File: config.mk
export PLATFORM = sky130hd
export DESIGN_NAME = lane_mover
export DESIGN_NICKNAME = d
export VERILOG_FILES = /design/src/rtl/lane_pkg.sv /design/src/rtl/key_debounce.sv /design/src/rtl/lane_mover.sv
export SDC_FILE = /design/constraint.sdc
export NUM_CORES = 1
export LEC_CHECK = 0
export ABC_AREA = 1
export BUFFER_PORTS_ARGS = -buffer_cell sky130_fd_sc_hd__buf_4
export CAP_MARGIN = 20
export CORE_MARGIN = 4
export CORE_UTILIZATION = 40
export CTS_CLUSTER_SIZE = 8
export DETAILED_ROUTE_END_ITERATION = 16
export REMOVE_ABC_BUFFERS = 1
export SLEW_MARGIN = 20
export SYNTH_ARGS = -nofsm -noshare
export SYNTH_HDL_FRONTEND = slang
export SYNTH_SLANG_ARGS = --single-unit
File: constraint.sdc
create_clock -name Clock -period 2.95 [get_ports Clock]
set_clock_uncertainty 0.15 [all_clocks]
set_input_delay 0.59 -clock Clock [delete_from_list [all_inputs] [get_ports Clock]]
set_output_delay 0.59 -clock Clock [all_outputs]
set_load 0.01 [all_outputs]
File: src/rtl/lane_pkg.sv
// Shared types for the lane mover: FSM state encoding and move direction codes.
package lane_pkg;

  typedef enum logic [1:0] {
    IDLE  = 2'd0,
    ARM_L = 2'd1,
    ARM_R = 2'd2,
    MOVE  = 2'd3
  } lane_state_e;

  localparam logic DIR_LEFT  = 1'b0;
  localparam logic DIR_RIGHT = 1'b1;

endpackage

File: src/rtl/key_debounce.sv
// Key conditioner: 2-flop synchroniser, stable-sample debounce, registered edge pulses.
module key_debounce #(
  parameter int unsigned DB_CYCLES = 16
) (
  input  logic Clock,
  input  logic Reset,
  input  logic raw,
  output logic level,
  output logic rise,
  output logic fall
);

  localparam int unsigned CNT_W = (DB_CYCLES > 1) ? $clog2(DB_CYCLES) : 1;

  logic             sync_meta;
  logic             sync_q;
  logic [CNT_W-1:0] cnt;

  // Level flips once the synchronised input has differed from it for DB_CYCLES samples.
  always_ff @(posedge Clock) begin
    if (!Reset) begin
      sync_meta <= 1'b0;
      sync_q    <= 1'b0;
      cnt       <= '0;
      level     <= 1'b0;
      rise      <= 1'b0;
      fall      <= 1'b0;
    end else begin
      sync_meta <= raw;
      sync_q    <= sync_meta;
      rise      <= 1'b0;
      fall      <= 1'b0;
      if (sync_q != level) begin
        if (cnt == CNT_W'(DB_CYCLES - 1)) begin
          level <= sync_q;
          cnt   <= '0;
          rise  <= sync_q;
          fall  <= ~sync_q;
        end else begin
          cnt <= cnt + CNT_W'(1);
        end
      end else begin
        cnt <= '0;
      end
    end
  end

endmodule

File: src/rtl/lane_mover.sv
// Player lane controller: debounced Left/Right press-release moves the character one
// lane, followed by a timed move phase. Define LANE_MOVER_WRAP_EN to wrap at the edges
// instead of saturating.
module lane_mover
  import lane_pkg::*;
#(
  parameter  int unsigned NUM_POS     = 4,
  parameter  int unsigned DB_CYCLES   = 16,
  parameter  int unsigned MOVE_CYCLES = 8,
  localparam int unsigned POS_W       = $clog2(NUM_POS),
  localparam int unsigned STEP_W      = $clog2(MOVE_CYCLES + 1)
) (
  input  logic              Clock,
  input  logic              Reset,
  input  logic              LeftIn,
  input  logic              RightIn,
  output logic [POS_W-1:0]  CurrPos,
  output logic [POS_W-1:0]  PrevPos,
  output logic              Moving,
  output logic              MoveDir,
  output logic [STEP_W-1:0] MoveStep
);

  logic l_lvl, l_rise, l_fall;
  logic r_lvl, r_rise, r_fall;

  key_debounce #(.DB_CYCLES(DB_CYCLES)) u_left (
    .Clock (Clock),
    .Reset (Reset),
    .raw   (LeftIn),
    .level (l_lvl),
    .rise  (l_rise),
    .fall  (l_fall)
  );

  key_debounce #(.DB_CYCLES(DB_CYCLES)) u_right (
    .Clock (Clock),
    .Reset (Reset),
    .raw   (RightIn),
    .level (r_lvl),
    .rise  (r_rise),
    .fall  (r_fall)
  );

  lane_state_e       state, state_nxt;
  logic [POS_W-1:0]  curr_nxt, prev_nxt;
  logic              moving_nxt, dir_nxt;
  logic [STEP_W-1:0] step_nxt;
  logic [POS_W-1:0]  left_tgt, right_tgt;
  logic              left_ok, right_ok;

  // Neighbouring lanes and whether a move there is allowed from the current lane.
  always_comb begin
    left_ok   = 1'b1;
    right_ok  = 1'b1;
    left_tgt  = CurrPos - POS_W'(1);
    right_tgt = CurrPos + POS_W'(1);
    if (CurrPos == '0) begin
`ifdef LANE_MOVER_WRAP_EN
      left_tgt = POS_W'(NUM_POS - 1);
`else
      left_ok  = 1'b0;
      left_tgt = CurrPos;
`endif
    end
    if (CurrPos == POS_W'(NUM_POS - 1)) begin
`ifdef LANE_MOVER_WRAP_EN
      right_tgt = '0;
`else
      right_ok  = 1'b0;
      right_tgt = CurrPos;
`endif
    end
  end

  // Next state and next registered outputs; a commit happens on the ARM_x -> MOVE edge.
  always_comb begin
    state_nxt  = state;
    curr_nxt   = CurrPos;
    prev_nxt   = PrevPos;
    moving_nxt = Moving;
    dir_nxt    = MoveDir;
    step_nxt   = MoveStep;
    case (state)
      IDLE: begin
        if (l_rise && !r_lvl) begin
          state_nxt = ARM_L;
        end else if (r_rise && !l_lvl) begin
          state_nxt = ARM_R;
        end
      end
      ARM_L: begin
        if (r_lvl) begin
          state_nxt = IDLE;
        end else if (l_fall) begin
          if (left_ok) begin
            state_nxt  = MOVE;
            prev_nxt   = CurrPos;
            curr_nxt   = left_tgt;
            dir_nxt    = DIR_LEFT;
            moving_nxt = 1'b1;
            step_nxt   = '0;
          end else begin
            state_nxt = IDLE;
          end
        end
      end
      ARM_R: begin
        if (l_lvl) begin
          state_nxt = IDLE;
        end else if (r_fall) begin
          if (right_ok) begin
            state_nxt  = MOVE;
            prev_nxt   = CurrPos;
            curr_nxt   = right_tgt;
            dir_nxt    = DIR_RIGHT;
            moving_nxt = 1'b1;
            step_nxt   = '0;
          end else begin
            state_nxt = IDLE;
          end
        end
      end
      MOVE: begin
        if (MoveStep == STEP_W'(MOVE_CYCLES - 1)) begin
          state_nxt  = IDLE;
          moving_nxt = 1'b0;
          step_nxt   = '0;
        end else begin
          step_nxt = MoveStep + STEP_W'(1);
        end
      end
      default: begin
        state_nxt = IDLE;
      end
    endcase
  end

  // State and output registers.
  always_ff @(posedge Clock) begin
    if (!Reset) begin
      state    <= IDLE;
      CurrPos  <= '0;
      PrevPos  <= '0;
      Moving   <= 1'b0;
      MoveDir  <= 1'b0;
      MoveStep <= '0;
    end else begin
      state    <= state_nxt;
      CurrPos  <= curr_nxt;
      PrevPos  <= prev_nxt;
      Moving   <= moving_nxt;
      MoveDir  <= dir_nxt;
      MoveStep <= step_nxt;
    end
  end

endmodule

# ---- Word level (Yosys, flattened, before mapping)
# Index checks and enable logic that the tools add are counted.
# Widths: inputs -> output; s select.
dict set report totals {
  output_inout_bits 10
  ff_bits 30
  wordCells 109
  in_bits 4
}
dict set report op_classes {
  n_addsub 5
  reduce_logical 18
  n_mux 44
  eq_ne 19
  n_bitwise 5
}
# op n
set ops {}
lappend ops {{$mux 2} 21}
lappend ops {{$mux 4} 7}
lappend ops {{$reduce_and 7->1} 2}
lappend ops {{$add 4x1->4 const B} 3}
lappend ops {{$pmux 4 s3} 1}
lappend ops {{$mux 1} 10}
lappend ops {{$ne 2x2->1 const B} 5}
lappend ops {{$eq 4x4->1 const B} 2}
lappend ops {{$pmux 2 s2} 2}
lappend ops {{$pmux 2 s4} 1}
lappend ops {{$reduce_and 8->1} 1}
lappend ops {{$eq 2x2->1 const B} 3}
lappend ops {{$ne 3x1->1 const B} 2}
lappend ops {{$reduce_and 3->1} 2}
lappend ops {{$reduce_or 3->1} 2}
lappend ops {{$not 1->1} 5}
lappend ops {{$eq 4x3->1 const B} 1}
lappend ops {{$logic_not 2->1} 2}
lappend ops {{$ne 2x1->1 const B} 2}
lappend ops {{$reduce_and 2->1} 2}
lappend ops {{$reduce_and 4->1} 1}
lappend ops {{$ne 3x3->1 const B} 1}
lappend ops {{$pmux 1 s3} 1}
lappend ops {{$reduce_bool 3->1} 1}
lappend ops {{other kinds (8)} 11}

# ---- Depth between registers and ports, before layout
dict set report depth {
  ltp_word 5
  depth_mapped 9
  ltp_nobuf 9
}

# ---- Hierarchy
# Synthesis repeated with hierarchy kept, for this count alone.
dict set report hier_totals {
  hier_cells 193
  hier_area_um2 1366.3
}
# mod seq_area_each_um2 cells_each instances area_each_um2
set by_module_without_submodules {}
lappend by_module_without_submodules {lane_mover 240.2 111 1 705.7}
lappend by_module_without_submodules {key_debounce 180.2 41 2 330.3}

# ---- Least setup slack after synthesis
# OpenSTA, ideal clock, no wires.
dict set report synth_path {
  path_kind {reg2reg}
  start {register MoveStep[0]}
  end {register state[1]}
  slack_ns 1.553
  t_arrival_ns 1.135
  stages_incl_launch_ff 9
  path_buffers 0
  required_ns 2.687
  setup_time_ns 0.113
  period_less_slack_ns 1.397
  path_cell_list {dfxtp_1 -> ha_1 -> nand2_1 -> o21ai_2 -> nand2_1 -> nor2_1 -> nand2_1 -> nand2_1 -> nor2_1}
}
dict set report synth_via {
  elab_chain_len 3
}
# element line_no
set synth_rtl {}
lappend synth_rtl {{start: declaration} lane_mover.sv:21} ;# output logic [STEP_W-1:0] MoveStep
lappend synth_rtl {{start signal: assignment} lane_mover.sv:154} ;# MoveStep <= step_nxt;
lappend synth_rtl {{$eq 4x3->1} lane_mover.sv:125} ;# if (MoveStep == STEP_W'(MOVE_CYCLES - 1)) begin
lappend synth_rtl {{$ne 2x2->1 (no source line)} n/a}
lappend synth_rtl {{$reduce_and 4->1 (no source line)} n/a}
lappend synth_rtl {{end signal: assignment} lane_mover.sv:149} ;# state <= state_nxt;
lappend synth_rtl {{end: declaration} lane_mover.sv:45} ;# lane_state_e state, state_nxt;
# Every way passes these cells.
# A chain may end at the register's enable or synchronous reset.

# ---- Worst setup path after layout
dict set report layout_path {
  start {register MoveStep[3]}
  end {output port MoveStep[3]}
}
# No word-level cell between the ends.

==> results.cfg <==
[status]
status = completed

[placed_design]
portBuffers = 13
dp_hpwl_um = 2063
placed_area_sq_um = 1558
routabilityCongestion = 0.8829
place_worst_setup_slack_ns = 1.455

[drt]
remaining_drc_errors = 0
drtIter0Drc = 68
viasPerCell = 4.760
wl_per_cell_um = 10.67
drt_wl_total_um = 2752
via_count = 1228
dr.pass1.iters = 6
ant_nets = 0

[worst_setup_path]
critPathLaunchType = flop
critPathSlowestCell = dfxtp_1
critPathTopFamily = flip-flops
worstSetupEndpointType = output port
max_stage_delay_ns = 0.44
worst-endpoint-required_ns = 2.21
crit_buf_inv = 1
cp_cell_sequence = buf_4
worstSetupPathType = reg2out
cp_max_fo = 5
critPathArrivalTime_ns = 0.94

[sta]
period_needed_ns = 1.675
final-hold-violation-count = 0
rsz0062_at_grt = false
setup_tns_ns = 0
tightest_slew_ns = 0.2996
setup_slack_ns = 1.275
max_freq_mhz = 597.0
period_share_pct = 56.78
max-slew-margin-rel_pct = 80.00
final_max_slew_viol_count = 0
setup_violations = 0

[yosys]
yosysSeqAreaShare_pct = 42.18
synth_edf_count = 0
ys.flop_type = dfxtp_1
synth_top_area_cell = dfxtp_1
syn-instance-count = 193
syn-cell-area_sq_um = 1424
syn_area_per_cell_sq_um = 7.378
synthDominantCellAreaShare_pct = 42.18
synth_area_leaders = dfxtp_1, nand2_1, nor2_1
ys_warn_count = 0
synth-seq-cells = 30
async_reset_ff_share_pct = 0
synth.most_common_cell = nand2_1
yosysUniqueCellTypes = 25
yosys-top-cells-count = nand2_1, dfxtp_1, nor2_1, inv_1, nand3_1

[cells_and_area]
areaGrowthSynthToFinish_pct = 14.94
layout-drive-gt1-share_pct = 20.28
nets = 218
utilization_pct = 48.28
final_cell_area_sq_um = 1637
nFillCells = 340
antennaDiodeCount = 0

[clocking]
clockBufferDepth = 2
cts_resized = 0
htree_levels = 2
insertion_delay_ns = 0.33
cts_root_buf = clkbuf_4
tritoncts = built
clk_pin_slew_worst_paths_ns = 0.10
hold_buffers = 0
numCtsBuffers = 5
cts.sinks = 30
postCtsSetupRepairBufs = 0

[power_and_ir_drop]
ir_drop_mv = 0.2804
power_leakage_nw = 0.7425
power_density_nw_per_um2 = 743.1

[hold_path]
hold_path_class = reg2reg

[global_routing]
grt_overflow = 0
busiest_layer = met2
antenna_found_initial = 0
grt_pass1_vias = 1165
met2_usage_pct = 21.87
grt_pass1_wl_um = 4664
grtUsageMet3_pct = 3.494
grt_usage_pct = 13.94
use_met1_pct = 15.84
grt_max_degree = 18

[floorplan]
initial_utilization_pct = 42.01
pin_count = 14
die_w_um = 67.66
rows = 21
core_area_sq_um = 3390
die_area_sq_um = 4578
die_h_um = 67.66

[job]
drv_cap = 0
==> registers in the layout, summed over array words and instances (netlist names), 2 cells and up <==
name and count:
MoveStep 4, CurrPos 2, state 2, PrevPos 2, u_left.cnt 4, u_right.cnt 4
==> placed cells by master, fill, tap and decap left out <==
cell type,Yosys,layout
nand3_1,17,17
inv_1,21,21
nand2_1,46,46
or2_0,1,1
nor4_1,2,2
buf_4,1,13
nor2_4,3,3
o21ai_2,2,2
nor3_1,1,1
xnor2_1,3,3
ha_1,3,3
clkbuf_1,0,1
o21ai_1,1,1
nor2_2,4,4
clkinvlp_4,0,1
a21oi_1,9,9
dfxtp_1,30,30
or2_2,1,1
o21ai_0,3,3
nor2_1,26,26
nand2_2,5,5
a21oi_2,2,2
bufinv_16,0,1
nand3_2,3,3
clkbuf_4,0,5
xor2_1,4,4
nor3b_1,1,1
inv_2,3,3
==> through the flow <==
step	hold slack [ns]	total power, mW	cells
2_1_floorplan	0.2400	0.7985	191
3_3_place_gp	0.2427	0.8974	250
3_5_place_dp	0.2535	0.9013	250
4_1_cts	0.2696	1.231	258
5_1_grt	0.2882	1.308	258
6_report	0.2751	1.216	258
==> area by class of cell <==
class                           instances  area (sq um)  area share [%]
Inverter                               24         90.09           5.505
Timing Repair Buffer                   13         97.59           5.963
Multi-Input combinational cell        137         711.9           43.50
Clock buffer                            6         41.29           2.523
Sequential cell                        30         600.6           36.70
Clock inverter                          2         37.54           2.294
Tap cell                               46         57.56           3.517
==> cell families after synthesis <==
kind of cell	after synthesis	share of synthesized area (%)
fa+ha+maj	3	2.636
buf+inv	26	7.821
simple gates	110	36.03
xor+xnor	7	4.306
flops	30	42.18
compound gates	17	7.029
==> path summary, 6_finish.rpt <==
| kind | startpoint | end | slack [ns] | cells past startpoint |
|---|---|---|---|---|
| hold / removal | u_right.sync_meta | u_right.sync_q | 0.28 | 2 |
| setup / recovery | MoveStep[3] | MoveStep[3] | 1.27 | 1 |
| hold reg to reg | u_right.sync_meta | u_right.sync_q | 0.28 | 2 |
| setup reg to reg | MoveStep[0] | state[1] | 1.46 | 8 |
==> layer usage <==
metal  share of wire (%)  vias up
met5                   0        -
met2                  47       26
li1                    -      640
met4                 3.4        0
met3                 4.6       11
met1                  45      551
==> where the power goes <==
group          internal (mW)  switching (mW)
Clock                  0.179           0.146
Sequential             0.442          0.0424
Combinational          0.153           0.253
No activity file was read; power rests on OpenSTA's default activity.
